$ cat config.mk
export PLATFORM = sky130hd
export DESIGN_NAME = arith_issue_stage
export DESIGN_NICKNAME = d
export VERILOG_FILES = /design/src/rtl/arith_issue_stage.sv
export SDC_FILE = /design/constraint.sdc
export NUM_CORES = 1
export LEC_CHECK = 0
export ABC_CLOCK_PERIOD_IN_PS = 6600
export CAP_MARGIN = 20
export CORE_UTILIZATION = 25
export DETAILED_ROUTE_END_ITERATION = 7
export PLACE_DENSITY_LB_ADDON = 0.1
export SETUP_SLACK_MARGIN = 0.02
export SLEW_MARGIN = 20
export SYNTH_ARGS = -nofsm -noshare
export SYNTH_HDL_FRONTEND = slang
export SYNTH_SLANG_ARGS = --single-unit
$ cat constraint.sdc
create_clock -name clk -period 6.6 [get_ports clk]
set_clock_uncertainty 0.2 [all_clocks]
set_input_delay 1.98 -clock clk [delete_from_list [all_inputs] [get_ports clk]]
set_output_delay 1.98 -clock clk [all_outputs]
set_load 0.05 [all_outputs]
$ cat src/rtl/arith_issue_stage.sv
// Issue stage ahead of the arithmetic unit: a request FIFO whose head drives the unit,
// and a tagged result register with its own valid/ready handshake.
module arith_issue_stage #(
    parameter int OPERAND_WIDTH = 32,
    parameter int DEPTH         = 4,
    parameter int TAG_WIDTH     = 4
) (
    input  logic                       clk,
    input  logic                       rst,

    input  logic                       in_valid,
    output logic                       in_ready,
    input  logic [1:0]                 in_op,
    input  logic [OPERAND_WIDTH-1:0]   in_lhs,
    input  logic [OPERAND_WIDTH-1:0]   in_rhs,
    input  logic [TAG_WIDTH-1:0]       in_tag,

    output logic [1:0]                 arith_op,
    output logic [OPERAND_WIDTH-1:0]   arith_lhs,
    output logic [OPERAND_WIDTH-1:0]   arith_rhs,
    input  logic [OPERAND_WIDTH-1:0]   arith_res,

    output logic                       out_valid,
    input  logic                       out_ready,
    output logic [OPERAND_WIDTH-1:0]   out_res,
    output logic [TAG_WIDTH-1:0]       out_tag,
    output logic                       out_illegal,

    output logic [$clog2(DEPTH):0]     occupancy
);

    localparam int PTR_W = $clog2(DEPTH);
    localparam int CNT_W = PTR_W + 1;
    localparam logic [CNT_W-1:0] FULL_CNT = CNT_W'(DEPTH);

    logic [1:0]               op_mem  [DEPTH];
    logic [OPERAND_WIDTH-1:0] lhs_mem [DEPTH];
    logic [OPERAND_WIDTH-1:0] rhs_mem [DEPTH];
    logic [TAG_WIDTH-1:0]     tag_mem [DEPTH];

    logic [PTR_W-1:0] wr_ptr;
    logic [PTR_W-1:0] rd_ptr;
    logic [CNT_W-1:0] count;

    logic fifo_empty;
    logic push;
    logic pop;

    logic [1:0]               head_op;
    logic [OPERAND_WIDTH-1:0] head_lhs;
    logic [OPERAND_WIDTH-1:0] head_rhs;
    logic [TAG_WIDTH-1:0]     head_tag;

    // Readiness depends only on the registered count, never on out_ready.
    assign fifo_empty = (count == '0);
    assign in_ready   = (count != FULL_CNT);
    assign push       = in_valid & in_ready;
    assign pop        = ~fifo_empty & (~out_valid | out_ready);
    assign occupancy  = count;

    assign head_op  = op_mem[rd_ptr];
    assign head_lhs = lhs_mem[rd_ptr];
    assign head_rhs = rhs_mem[rd_ptr];
    assign head_tag = tag_mem[rd_ptr];

    // Empty FIFO presents zeros so the arithmetic unit never sees stale operands.
    assign arith_op  = fifo_empty ? 2'b00 : head_op;
    assign arith_lhs = fifo_empty ? '0    : head_lhs;
    assign arith_rhs = fifo_empty ? '0    : head_rhs;

    always_ff @(posedge clk) begin
        if (push) begin
            op_mem[wr_ptr]  <= in_op;
            lhs_mem[wr_ptr] <= in_lhs;
            rhs_mem[wr_ptr] <= in_rhs;
            tag_mem[wr_ptr] <= in_tag;
        end
    end

    always_ff @(posedge clk) begin
        if (rst) begin
            wr_ptr <= '0;
            rd_ptr <= '0;
            count  <= '0;
        end else begin
            if (push) begin
                wr_ptr <= wr_ptr + PTR_W'(1);
            end
            if (pop) begin
                rd_ptr <= rd_ptr + PTR_W'(1);
            end
            case ({push, pop})
                2'b10:   count <= count + CNT_W'(1);
                2'b01:   count <= count - CNT_W'(1);
                default: count <= count;
            endcase
        end
    end

    always_ff @(posedge clk) begin
        if (rst) begin
            out_valid   <= 1'b0;
            out_res     <= '0;
            out_tag     <= '0;
            out_illegal <= 1'b0;
        end else if (pop) begin
            out_valid   <= 1'b1;
            out_res     <= head_op[1] ? '0 : arith_res;
            out_tag     <= head_tag;
            out_illegal <= head_op[1];
        end else if (out_ready) begin
            out_valid   <= 1'b0;
        end
    end

endmodule

# Yosys cells after proc, flatten, opt, wreduce, memory -nomap -nowiden
# Memories as Yosys holds them, arrays and structs flattened. A register that Yosys moved wholly into a read port is not among the register bits.
# Index checks and enable logic that the tools add are counted.
[op_classes]
reduce_logical = 3
add_sub_neg = 4
bitwise = 5
n_eq_ne = 3
muxes = 15
[ops]
columns = ["op", "count"]
rows = [
  ["$mux W32", 3],
  ["$mux W2", 7],
  ["$pmux W3 S2", 1],
  ["$add A2 B1 Y2 const B", 2],
  ["$mux W1", 4],
  ["$reduce_bool A2 Y1", 2],
  ["$add A3 B1 Y3 const B", 1],
  ["$logic_not A3 Y1", 1],
  ["$ne A3 B3 Y1 const B", 1],
  ["$sub A3 B1 Y3 const B", 1],
  ["$and A1 B1 Y1", 2],
  ["$eq A2 B1 Y1 const B", 1],
  ["$eq A2 B2 Y1 const B", 1],
  ["$not A1 Y1", 2],
  ["$or A1 B1 Y1", 1],
]
[word_totals]
inputBits = 106
mem_count = 4
wordCells = 40
output_inout_bits = 108
ram_bits = 280
ff_bits = 41
[memory_table]
columns = ["memory", "depth", "width", "rd", "rd_clocked_by_memory_dff", "wr", "line", "text"]
rows = [
  ["lhs_mem", 4, 32, 1, 1, 1, "37", "logic [OPERAND_WIDTH-1:0] lhs_mem [DEPTH];"],
  ["rhs_mem", 4, 32, 1, 1, 1, "38", "logic [OPERAND_WIDTH-1:0] rhs_mem [DEPTH];"],
  ["tag_mem", 4, 4, 1, 1, 1, "39", "logic [TAG_WIDTH-1:0] tag_mem [DEPTH];"],
  ["op_mem", 4, 2, 1, 1, 1, "36", "logic [1:0] op_mem [DEPTH];"],
]

# Longest topological paths before layout
[depth]
word_depth = 5
depth_mapped = 10
depth_no_buf = 8

# Least setup slack after synthesis
# Ideal clock, no wire load.
[synth_path]
path_kind = "in2reg"
from = "in in_valid"
to = "mem lhs_mem[0][0], enable pin"
setup_time_ps = 436
stages = 2
path_buffers = 1
t_required_ps = 5964
setup_slack_ps = 2045
t_arrival_ps = 3919
cell_sequence = "buf_1 -> and3_1"
[synth_between]
elab_chain_cells = 3
[synth_lines]
columns = ["element", "line", "text"]
rows = [
  ["start: declaration", "11", "input logic in_valid,"],
  ["$and A1 B1 Y1", "57", "assign push = in_valid & in_ready;"],
  ["$mux W1", "72", "if (push) begin"],
  ["$mux W1 (implied by the code)", "74", "lhs_mem[wr_ptr] <= in_lhs;"],
  ["end: declaration", "37", ""],
]
# No other way between the ends.

==> summary.txt <==
Status: finished, final reports clean
Diodes inserted: 0
Number of global-route vias before repair: 7259
Rel. slew slack: 34.5%
Psw: 2.99 mW
Area Growth Syn to Fin: 32.9%
Post-DRT Antenna Nets: 0
Final GP Congestion: 0.658
Period utilisation layout: 79.4%
Critical path class: reg2out
H-tree levels: 2
Clk_lat worst skew: 530 ps
Worst setup SP type: register
Initial core utilization: 25.5%
Post-Syn Nets: 780
Max clock buf depth: 3
Die Y: 226 µm
Final setup fails: 0
Req. time, crit path: 4420 ps
Slowest stage cell, crit path: clkdlybuf4s50_1
Commonest non-fill, non-tap cell in the layout: edfxtp_1
Row cnt: 81
Dpl cell area: 15500 µm²
Buffers on Ports: 213
Layout Nets: 1004
Finished Layout Cells: 1585
RSZ-0062 raised after global routing: no
Setup WS pre-CTS: 1840 ps
Pint: 4.82 mW
Pwr/cell area: 468 nW/µm²
Maxcap violations: 0
First-pass GRT wire length: 46800 µm
Worst setup margin: 1360 ps
Ports: 214
DR pass1 iterations: 4
Final min period: 5240 ps
Worst hold path type: reg2reg
CTS Root Cell: clkbuf_16
Hold_buf cts: 0
Biggest cell delay along the critical path: 710 ps
DR DRC count: 0
Synth Cell Area: 12600 µm²
Antenna violations before repair: 5
CTS resizes: 0
Max Freq: 0.191 GHz
Mapped Cells: 668
Layout cells sized above 1: 15.9%
Synth unique cells: 28
Pin count of the biggest net entering global routing: 74
Pwr Total: 7.81 mW
CTS tree: done
Synth warnings: 0
Sequential area share after synthesis: 74.4%
Storage element area: 9360 µm²
Crit path max fanout: 18
Die area: 51100 µm²
Sequential Power Share: 34.0%
Clock power share: 25.3%
Hold WS: 272 ps
Setup TNS: 0 ps
Vias/cell: 4.35
Crit-path cells: buf_4, mux4_2, and2_1, clkdlybuf4s50_1
Most frequent cells in the layout: edfxtp_1 (280), clkdlybuf4s50_1 (213), mux4_2 (70), and2_1 (66), dfxtp_1 (45)
Vias: 6900
Cells after DPL: 1514
Worst-path clk slew: 50 ps
CORE AREA: 49300 µm²
Avg WL per Cell: 19.9 µm
LEAKAGE: 5.26 nW
Yosys reg bits: 327
Fin area: 16700 µm²
Fin. Hold Viols: 0
Sw frac: 38.3%
Syn Area/Cell: 18.8 µm²
Worst Tran Pin Value: 983 ps
Die width: 226 µm
Footprint of the multi-input gates: 3030 µm²
Crit path max-delay family: buffers and inverters
CTS Buf Count: 40
Slew Limit Fails: 0
Total overflow reported by the global router: 0
Fillers: 4779
Drt total wl: 31600 µm
Post-DP HPWL: 18700 µm
Max VDD drop: 0.000250 V
CP bufs+invs: 2
Crit. End Element: output port
Clock sinks: 327
GRT Util Overall: 12.4%
Worst Path Arrival: 3060 ps
Initial DRC count: 381
Fin util: 33.9%
Combinational share of power: 40.6%
Post-CTS Setup Inserts: 0
[logic make-up (layout without fill, tap and decap cells)]
kind of cell	count (synthesis)	count (layout)	share of synthesized area (%)
fa+ha+maj	6	6	0.657
simple gates	122	122	6.89
flops	327	327	74.4
mux	70	70	12.5
xor+xnor	2	2	0.139
compound gates	87	87	3.57
buf+inv	54	307	1.77
[layer usage]
metal,GRT usage [%],up-vias,share of wire (%)
li1,-,3118,-
met1,16.5,3523,45
met2,19.3,192,46
met3,3.50,57,6.6
met4,4.27,10,2.4
met5,0,-,0.20
[cell type report]
class | instances | share of cell area [%]
Inverter | 6 | 0.135
Multi-Input combinational cell | 287 | 18.1
Clock inverter | 21 | 0.622
Clock buffer | 50 | 6.41
Tap cell | 664 | 4.98
Timing Repair Buffer | 230 | 13.7
Sequential cell | 327 | 56.0
[worst register-to-register path, delay by kind of cell, from the launching register on]
| family | cells | cell delay (ps) |
|---|---|---|
| AO/OA/AOI/OAI | 1 | 140 |
| buffers and inverters | 2 | 590 |
| flip-flops | 1 | 570 |
| AND/OR/NAND/NOR | 1 | 530 |
| multiplexers | 1 | 610 |
[power groups by stage]
stage | Sequential (mW) | Combinational, mW | Clock, mW
after floorplan | 2.85 | 1.96 | 0
after global placement | 2.71 | 3.25 | 0
after detailed placement | 2.71 | 3.24 | 0
after CTS | 2.67 | 3.25 | 2.06
after global routing | 2.69 | 3.38 | 2.14
final | 2.66 | 3.18 | 1.98
[sequential cells by signal, indices dropped and copies added (netlist names), named ones only]
name,cells
rd_ptr,2
wr_ptr,2
rhs_mem,128
out_tag,4
op_mem,8
tag_mem,16
out_res,32
out_illegal,1
occupancy,3
out_valid,1
lhs_mem,128
[Yosys cell counts (all sizes together)]
master	count	area (µm²)
dfxtp	47	941
nand2	1	3.75
buf	15	76.3
or3b	1	8.76
nor2b	1	6.26
nor3	1	10.0
nand3	7	35.0
clkbuf	33	124
or4b	32	320
fa	1	20.0
xor2	2	17.5
and2	66	413
a31o	1	8.76
inv	6	22.5
a311oi	1	8.76
ha	5	62.6
a21o	2	15.0
mux4	70	1580
or3	3	18.8
edfxtp	280	8410
and3	4	25.0
nand2b	1	6.26
o21ai	39	195
nor2	5	18.8
a21oi	44	220
[final timing paths]
check	from	endpoint	slack, ps	cells after the start
worst max-delay path	register	arith_op[0]	1360	4
worst min-delay path	out_res[13]	out_res[13]	270	2
worst max register to register	register	out_res[5]	3890	5
worst min register to register	out_res[13]	out_res[13]	270	2
No activity file was read; power rests on OpenSTA's default activity.
